[src/rtl/serial_sub_pkg.sv]
// rtl/serial_sub_pkg.sv - shared FSM encoding and default operand width for serial_sub_ctrl
package serial_sub_pkg;

    localparam int DEFAULT_WIDTH = 8;

    typedef enum logic [1:0] {
        IDLE  = 2'd0,
        SHIFT = 2'd1,
        DONE  = 2'd2
    } state_t;

endpackage

[src/rtl/full_sub.sv]
// rtl/full_sub.sv - combinational one-bit full subtractor: diff = a - b - boin
module full_sub (
    input  logic a,
    input  logic b,
    input  logic boin,
    output logic diff,
    output logic borrow
);

    assign diff   = a ^ b ^ boin;
    assign borrow = (~a & b) | (~(a ^ b) & boin);

endmodule

[src/rtl/serial_sub_ctrl.sv]
// rtl/serial_sub_ctrl.sv - bit-serial subtractor, one result bit per cycle, LSB first.
// Optional SERIAL_SUB_OVF_EN adds a registered two's-complement overflow output.
module serial_sub_ctrl
    import serial_sub_pkg::*;
#(
    parameter int WIDTH = DEFAULT_WIDTH
) (
    input  logic             clk,
    input  logic             rst_n,
    input  logic             start,
    input  logic [WIDTH-1:0] a,
    input  logic [WIDTH-1:0] b,
    input  logic             bin,
    output logic             busy,
    output logic             done,
    output logic [WIDTH-1:0] diff,
`ifdef SERIAL_SUB_OVF_EN
    output logic             ovf,
`endif
    output logic             bout
);

    localparam int CW = $clog2(WIDTH + 1);
    localparam logic [CW-1:0] LAST = CW'(WIDTH - 1);

    state_t           state;
    state_t           state_next;
    logic [WIDTH-1:0] sr_a;
    logic [WIDTH-1:0] sr_b;
    logic [WIDTH-1:0] sr_d;
    logic [WIDTH-1:0] d_next;
    logic             borrow;
    logic [CW-1:0]    cnt;
    logic             cell_diff;
    logic             cell_borrow;
`ifdef SERIAL_SUB_OVF_EN
    logic             a_msb;
    logic             b_msb;
`endif

    full_sub u_cell (
        .a      (sr_a[0]),
        .b      (sr_b[0]),
        .boin   (borrow),
        .diff   (cell_diff),
        .borrow (cell_borrow)
    );

    // Difference bits enter at the MSB so the word is aligned after WIDTH shifts.
    assign d_next = (sr_d >> 1) | (WIDTH'(cell_diff) << (WIDTH - 1));

    always_comb begin
        state_next = state;
        case (state)
            IDLE:    if (start) state_next = SHIFT;
            SHIFT:   if (cnt == LAST) state_next = DONE;
            DONE:    state_next = IDLE;
            default: state_next = IDLE;
        endcase
    end

    always_ff @(posedge clk or negedge rst_n) begin
        if (!rst_n) begin
            state  <= IDLE;
            sr_a   <= '0;
            sr_b   <= '0;
            sr_d   <= '0;
            borrow <= 1'b0;
            cnt    <= '0;
            diff   <= '0;
            bout   <= 1'b0;
`ifdef SERIAL_SUB_OVF_EN
            a_msb  <= 1'b0;
            b_msb  <= 1'b0;
            ovf    <= 1'b0;
`endif
        end else begin
            state <= state_next;
            case (state)
                IDLE: begin
                    if (start) begin
                        sr_a   <= a;
                        sr_b   <= b;
                        sr_d   <= '0;
                        borrow <= bin;
                        cnt    <= '0;
`ifdef SERIAL_SUB_OVF_EN
                        a_msb  <= a[WIDTH-1];
                        b_msb  <= b[WIDTH-1];
`endif
                    end
                end
                SHIFT: begin
                    sr_a   <= sr_a >> 1;
                    sr_b   <= sr_b >> 1;
                    sr_d   <= d_next;
                    borrow <= cell_borrow;
                    cnt    <= cnt + CW'(1);
                    if (cnt == LAST) begin
                        diff <= d_next;
                        bout <= cell_borrow;
`ifdef SERIAL_SUB_OVF_EN
                        // The final cell's diff bit is the result MSB.
                        ovf  <= (a_msb != b_msb) && (cell_diff != a_msb);
`endif
                    end
                end
                default: ;
            endcase
        end
    end

    assign busy = (state != IDLE);
    assign done = (state == DONE);

endmodule

[config.mk]
export PLATFORM = sky130hd
export DESIGN_NAME = serial_sub_ctrl
export DESIGN_NICKNAME = d
export VERILOG_FILES = /design/src/rtl/serial_sub_pkg.sv /design/src/rtl/full_sub.sv /design/src/rtl/serial_sub_ctrl.sv
export SDC_FILE = /design/constraint.sdc
export NUM_CORES = 1
export LEC_CHECK = 0
export ABC_CLOCK_PERIOD_IN_PS = 4350
export BUFFER_PORTS_ARGS = -buffer_cell sky130_fd_sc_hd__buf_4
export CAP_MARGIN = 20
export CORE_UTILIZATION = 40
export CTS_CLUSTER_DIAMETER = 60
export DETAILED_ROUTE_END_ITERATION = 16
export GPL_TIMING_DRIVEN = 0
export HOLD_SLACK_MARGIN = 0.05
export PLACE_DENSITY = 0.57
export SKIP_CTS_REPAIR_TIMING = 1
export SYNTH_ARGS = -nofsm -noshare
export SYNTH_HDL_FRONTEND = slang
export SYNTH_HIERARCHICAL = 1
export SYNTH_SLANG_ARGS = --single-unit
export TNS_END_PERCENT = 1
[constraint.sdc]
create_clock -name clk -period 4.35 [get_ports clk]
set_input_delay 0.2175 -clock clk [delete_from_list [all_inputs] [get_ports clk]]
set_output_delay 0.2175 -clock clk [all_outputs]
set_load 0.01 [all_outputs]
==> run metrics, run 1 <==
status=finished, final reports clean; vias in the first global route=1282; area of the multi-input gates=roughly 730 µm²; RSZ-0062 raised after global routing=no; Seq cells post-synth=39; CTS tree=built; Hold Vio Cnt, Final=0; final worst-path cycle share=roughly 47%; Die Width=68.2 µm; most frequent CP cell=clkbuf_1; max cap viols=0; Slew @ Worst Pin=501 ps; initial antenna violation count=0; placed instance area=2040 µm²; area growth from synthesis to layout=24.8%; kind of cell adding the most delay to the critical path=buffers and inverters; CP required=4130 ps; Global Route Usage Sum=18.4%; DR DRC count=0; highest-count cells in the layout ignoring fill and taps=39 x dfrtp_1, 31 x buf_4, 18 x nor2b_1, 18 x o21ai_0, 18 x a21oi_1; port bufs=30; worst-case clock buffer depth=2; Clock Skew=8.06 ps; CP Buf/Inv Count=3; Avg Inst Size Synth=between 10 and 15 µm²; critical-path maximum fanout=10; worst-case hold slack=209 ps; gr ovfl total=0; CP Capture Type=output port; pwr/cell area=717 nW/µm²; VDD IR max=0.312 mV; critical path, cell by cell=clkbuf_1 -> clkbuf_1 -> nor2b_1 -> buf_4; Yosys cell types=22; setup TNS=0 ps; WS Path Type=reg2out; Antenna Nets Post-Route=0; fin area=2190 µm²; Clock Root Buffer=clkbuf_8; H-tree levels=2; Arr. time, crit path=1810 ps; core region area=4120 µm²; Detailed Place HPWL=2.58 mm; setup ws final=2330 ps; Via Count=1339; Power Total=1.57 mW; Final Setup Violations=0; final std cells w/o fill=247; post-synthesis sequential area ratio=55.7%; Worst-path clk slew=90 ps; Ys Warns=6; CP startpoint kind=register; share of the core filled with cells=53.1%; vias per cell=5.42; placed insts=238; Final nets=about 220; share of cells above drive strength 1=26.9%; Routability Congestion=around 0.77; total wire length=3.76 mm; DR iter-0 viols=62; WL/cell=15.2 µm; relative slew slack=66.5%; DIE HEIGHT=approximately 68 µm; commonest non-fill, non-tap cell in the layout=dfrtp_1; TritonCTS Buffers=5; Cells after Synth=between 150 and 200; Seq. cell area=976 µm²; Cell Area, Synth=1750 µm²; first-pass GRT wire length=6.12 mm; dpl ws=2640 ps; post-synthesis net count=180; Fillers=355; Initial Utilization=42.6%; Period minus WS final=2020 ps; Max Clk Rate=roughly 490 MHz; num ports=31; Die ar.=about 4600 µm²; 1st-pass router iterations=4; P_leak=a little under 1 nW; clock sink total=39; max-slew violations=0; clk_lat worst skew=290 ps; crit-path max cell delay=430 ps; FP Rows=23; Antenna Cells=0; Hold Crit Class=in2reg; largest net degree at the start of global routing=40; Critical-path top delay cell=dfrtp_1
-- state kept, by name, summed over array words and instances (netlist names) --
signal / count
sr_b: 8
diff: 8
bout: 1
sr_d: 7
state: 2
cnt: 4
borrow: 1
sr_a: 8
-- power breakdown --
part           internal, mW  total [mW]  switching [mW]  leakage (nW)
clock network         0.229       0.364           0.135        0.0644
registers             0.516       0.634           0.118         0.503
logic                 0.286       0.568           0.282         0.418
-- cell families after synthesis --
logic type               share of synthesized area, %
adder cells (fa/ha/maj)                          1.86
buffers and inverters                            2.86
AO/OA/AOI/OAI                                    20.8
AND/OR/NAND/NOR                                  12.4
flip-flops                                       55.7
multiplexers                                     6.43
-- final timing paths --
kind	cells past startpoint	slack (ps)	start	to
worst max register to register	3	2700	state[1]	diff[6]
worst max-delay path	4	2330	state[1]	done
worst min-delay path	3	210	b[5]	sr_b[5]
max in group asynchronous	2	3570	rst_n	sr_b[6]
min in group asynchronous	2	430	rst_n	diff[0]
worst min register to register	2	500	sr_a[5]	sr_a[5]
-- worst min-delay path: stages --
cell	delay (ps)
buf_4	80
a21oi_1	40
o21ai_0	130
-- layer usage --
layer  wire length (µm)  track usage (%)  part of all wire (%)  up-vias
met1               1830             24.5                    49      660
li1                   -                -                     -      642
met3                149             4.00                   4.0        8
met2               1720             28.1                    46       29
met5                  0                0                     0        -
met4                 61             9.64                   1.6        0
-- Yosys cell counts --
cell | count | share of area (%)
nand2_1 | 7 | 1.5
nor2_1 | 2 | 0.43
a22oi_1 | 13 | 5.6
nand2b_2 | 1 | 0.50
buf_4 | 1 | 0.43
o21ai_0 | 18 | 5.1
nor2b_1 | 18 | 6.4
a21oi_1 | 18 | 5.1
ha_1 | 1 | 0.71
o21bai_1 | 1 | 0.43
mux2_2 | 10 | 6.4
clkbuf_1 | 7 | 1.5
dfrtp_1 | 39 | 56
buf_2 | 1 | 0.29
and3b_1 | 2 | 1.0
a22o_1 | 9 | 4.5
nor3_4 | 1 | 0.93
nand3_1 | 3 | 0.86
fa_1 | 1 | 1.1
inv_1 | 3 | 0.64
or3_1 | 1 | 0.36
or2_2 | 1 | 0.36
-- layout make-up --
type	count	share of cell area [%]
buffer	9	1.77
clock buffer	5	3.15
clock inverter	3	3.09
inverter	3	0.515
multi-input combinational	107	33.2
sequential	39	44.6
tap	50	2.86
timing repair buffer	31	10.8
(Power assumes the default switching activity.)
==> run 2, diff against run 1 <==
--- a/config.mk
+++ b/config.mk
@@ -5,7 +5,8 @@
 export SDC_FILE = /design/constraint.sdc
 export NUM_CORES = 1
 export LEC_CHECK = 0
-export ABC_CLOCK_PERIOD_IN_PS = 4350
+export ABC_AREA = 1
+export ABC_CLOCK_PERIOD_IN_PS = 1700
 export BUFFER_PORTS_ARGS = -buffer_cell sky130_fd_sc_hd__buf_4
 export CAP_MARGIN = 20
 export CORE_UTILIZATION = 40
@@ -13,7 +14,7 @@
 export DETAILED_ROUTE_END_ITERATION = 16
 export GPL_TIMING_DRIVEN = 0
 export HOLD_SLACK_MARGIN = 0.05
-export PLACE_DENSITY = 0.57
+export PLACE_DENSITY = 0.6
 export SKIP_CTS_REPAIR_TIMING = 1
 export SYNTH_ARGS = -nofsm -noshare
 export SYNTH_HDL_FRONTEND = slang
==> constraint.sdc (replaced) <==
create_clock -name clk -period 1.7 [get_ports clk]
set_input_delay 0.085 -clock clk [delete_from_list [all_inputs] [get_ports clk]]
set_output_delay 0.085 -clock clk [all_outputs]
set_load 0.01 [all_outputs]
==> run metrics, run 2 <==
Synth Flop Type=dfrtp_1; status=finished, final reports clean; Final nets=274 (+26%); RSZ-0062 raised after global routing=no; Seq cells post-synth=39 (unchanged); FP Rows=23 (unchanged); Reg2Reg Depth=6 (+3); Die Width=67.6 µm (-0.87%); Cells after Synth=197 (+25%); first-pass GRT wire length=6.13 mm (+0.23%); Final Setup Violations=0 (unchanged); setup ws final=423 ps (-1900 ps); final worst-path cycle share=75.1%; Detailed Place HPWL=2.36 mm (-8.5%); share of cells above drive strength 1=20.6% (-6.4 points); CP endpoint=diff[2]; Routability Congestion=0.747 (-3.2%); Synth async-reset ratio=100% (unchanged); port bufs=30 (unchanged); DR DRC count=0 (unchanged); P_leak=1.17 nW (+19%); fin area=2270 µm² (+3.8%); highest-count cells in the layout ignoring fill and taps=81 x nand2_1, 46 x nand3_1, 39 x dfrtp_1, 30 x buf_4, 18 x dlygate4sd3_1; Antenna Nets Post-Route=0 (unchanged); setup TNS=0 ps (unchanged); DR iter-0 viols=77 (+24%); WS Path Type=reg2reg; relative slew slack=67.3% (+0.78 points); Antenna Cells=0 (unchanged); Yosys cell types=18 (-18%); WL/cell=12.0 µm (-21%); CP required=1880 ps (-2250 ps); Arr. time, crit path=1460 ps (-350 ps); Slew @ Worst Pin=491 ps (-10.1 ps); clock sink total=39 (unchanged); VDD IR max=0.797 mV (+160%); Period minus WS final=1280 ps; CP Capture Type=register; most frequent cells after synthesis=81 x nand2_1, 46 x nand3_1, 39 x dfrtp_1; TritonCTS Buffers=5 (unchanged); core region area=4060 µm² (-1.4%); post-synthesis net count=219 (+22%); initial antenna violation count=0 (unchanged); placed insts=277 (+16%); Power Total=3.63 mW (+130%); Avg Inst Size Synth=8.73 µm² (-21%); gr ovfl total=0 (unchanged); Worst-path clk slew=70 ps (-20 ps); clk_lat worst skew=290 ps (about the same); pwr/cell area=1600 nW/µm² (+120%); Reg-to-Reg Start=cnt[0]; Clock Root Buffer=clkbuf_8; placed instance area=2010 µm² (-1.5%); Yosys top cell by area=dfrtp_1; num ports=31 (unchanged); DIE HEIGHT=67.6 µm (-0.87%); largest net degree at the start of global routing=40 (unchanged); CTS tree=built; share of the synthesized area in the top cell type=56.7% (+1.0 points); max-slew violations=0 (unchanged); dpl ws=432 ps (-2210 ps); CP startpoint kind=register; Hold Vio Cnt, Final=0 (unchanged); top cells by area, synth=dfrtp_1 57%, nand2_1 18%, nand3_1 13%, buf_6 2.0%, buf_2 1.7%; crit path launch=cnt[0]; Hold Crit Class=in2reg; worst-case clock buffer depth=2 (unchanged); max cap viols=0 (unchanged); critical-path maximum fanout=9 (-1); vias in the first global route=1292 (+0.78%); Die ar.=4570 µm² (-1.7%); total wire length=3.63 mm (-3.3%); share of the core filled with cells=55.9% (+2.8 points); Cell Area, Synth=1720 µm² (-1.8%); flop2flop setup slack=420 ps (-2280 ps); Ys Warns=6 (unchanged); Clock Skew=4.09 ps (-3.96 ps); Regs by FF count=diff: 8 flops, sr_a: 8 flops, sr_b: 8 flops; top-count cell post-synth=nand2_1; commonest non-fill, non-tap cell in the layout=nand2_1; Via Count=1437 (+7.3%); worst-case hold slack=200 ps (-8.96 ps); Worst R2R End=diff[2]; Global Route Usage Sum=18.7% (+0.27 points); area growth from synthesis to layout=31.9%; Max Clk Rate=783 MHz; 1st-pass router iterations=4 (unchanged); vias per cell=4.74 (-13%); Initial Utilization=42.4% (-0.17 points); post-synthesis sequential area ratio=56.7% (+1.0 points); H-tree levels=2 (unchanged); Post-synth EDFFs=0 (unchanged); final std cells w/o fill=303 (+23%)
[run 2: cell count changes after synthesis, sizes merged, moves of 7 or more]
cell	change
a22oi	-13
nor2b	-18
buf	+7
o21ai	-16
clkbuf	-7
mux2	-10
a21oi	-18
nand3	+43
nand2	+77
a22o	-9
[run 2: final cells by class]
type | count | area (µm²)
buffer | 9 | 63.8
clock buffer | 7 | 76.3
clock inverter | 1 | 5.00
fill | 391 | 1790
inverter | 7 | 28.8
multi-input combinational | 142 | 652
sequential | 39 | 976
tap | 50 | 62.6
timing repair buffer | 48 | 405
[run 2: metal layers]
layer	up-vias	global-route usage (%)	wire length [µm]
met2	23	28.0	1640
li1	740	-	-
met4	0	7.18	53
met3	5	5.57	115
met1	669	25.3	1820
met5	-	0	0
[run 2: logic make-up after synthesis]
group / count (synthesis) / synth area share [%]
adders and majority gates: 2 / 1.89
and+or+nand+nor: 137 / 35.0
AOI/OAI and AO/OA: 3 / 1.02
DFF: 39 / 56.7
buffers and inverters: 16 / 5.38
[run 2: how the worst min path moves through the flow]
stage / from / to / slack [ps] / cells past startpoint
3_5_place_dp: rst_n / sr_a[3] / 90 / 1
4_1_cts: rst_n / sr_a[6] / -220 / 1
3_3_place_gp: rst_n / sr_a[3] / 90 / 1
5_1_grt: start / sr_b[5] / 220 / 5
6_report: start / sr_b[6] / 200 / 5
2_1_floorplan: rst_n / borrow / -210 / 0
[run 2: power by group]
group	switching (mW)	internal, mW
Clock	0.306	0.288
Combinational	0.803	0.627
Sequential	0.270	1.34
[run 2: critical path: stages (launching register included)]
cell	delay (ps)
dfrtp_1	420
ha_1	220
nand2_1	80
nor2_1	150
nand2_2	150
nand2_1	90
nand2_1	60
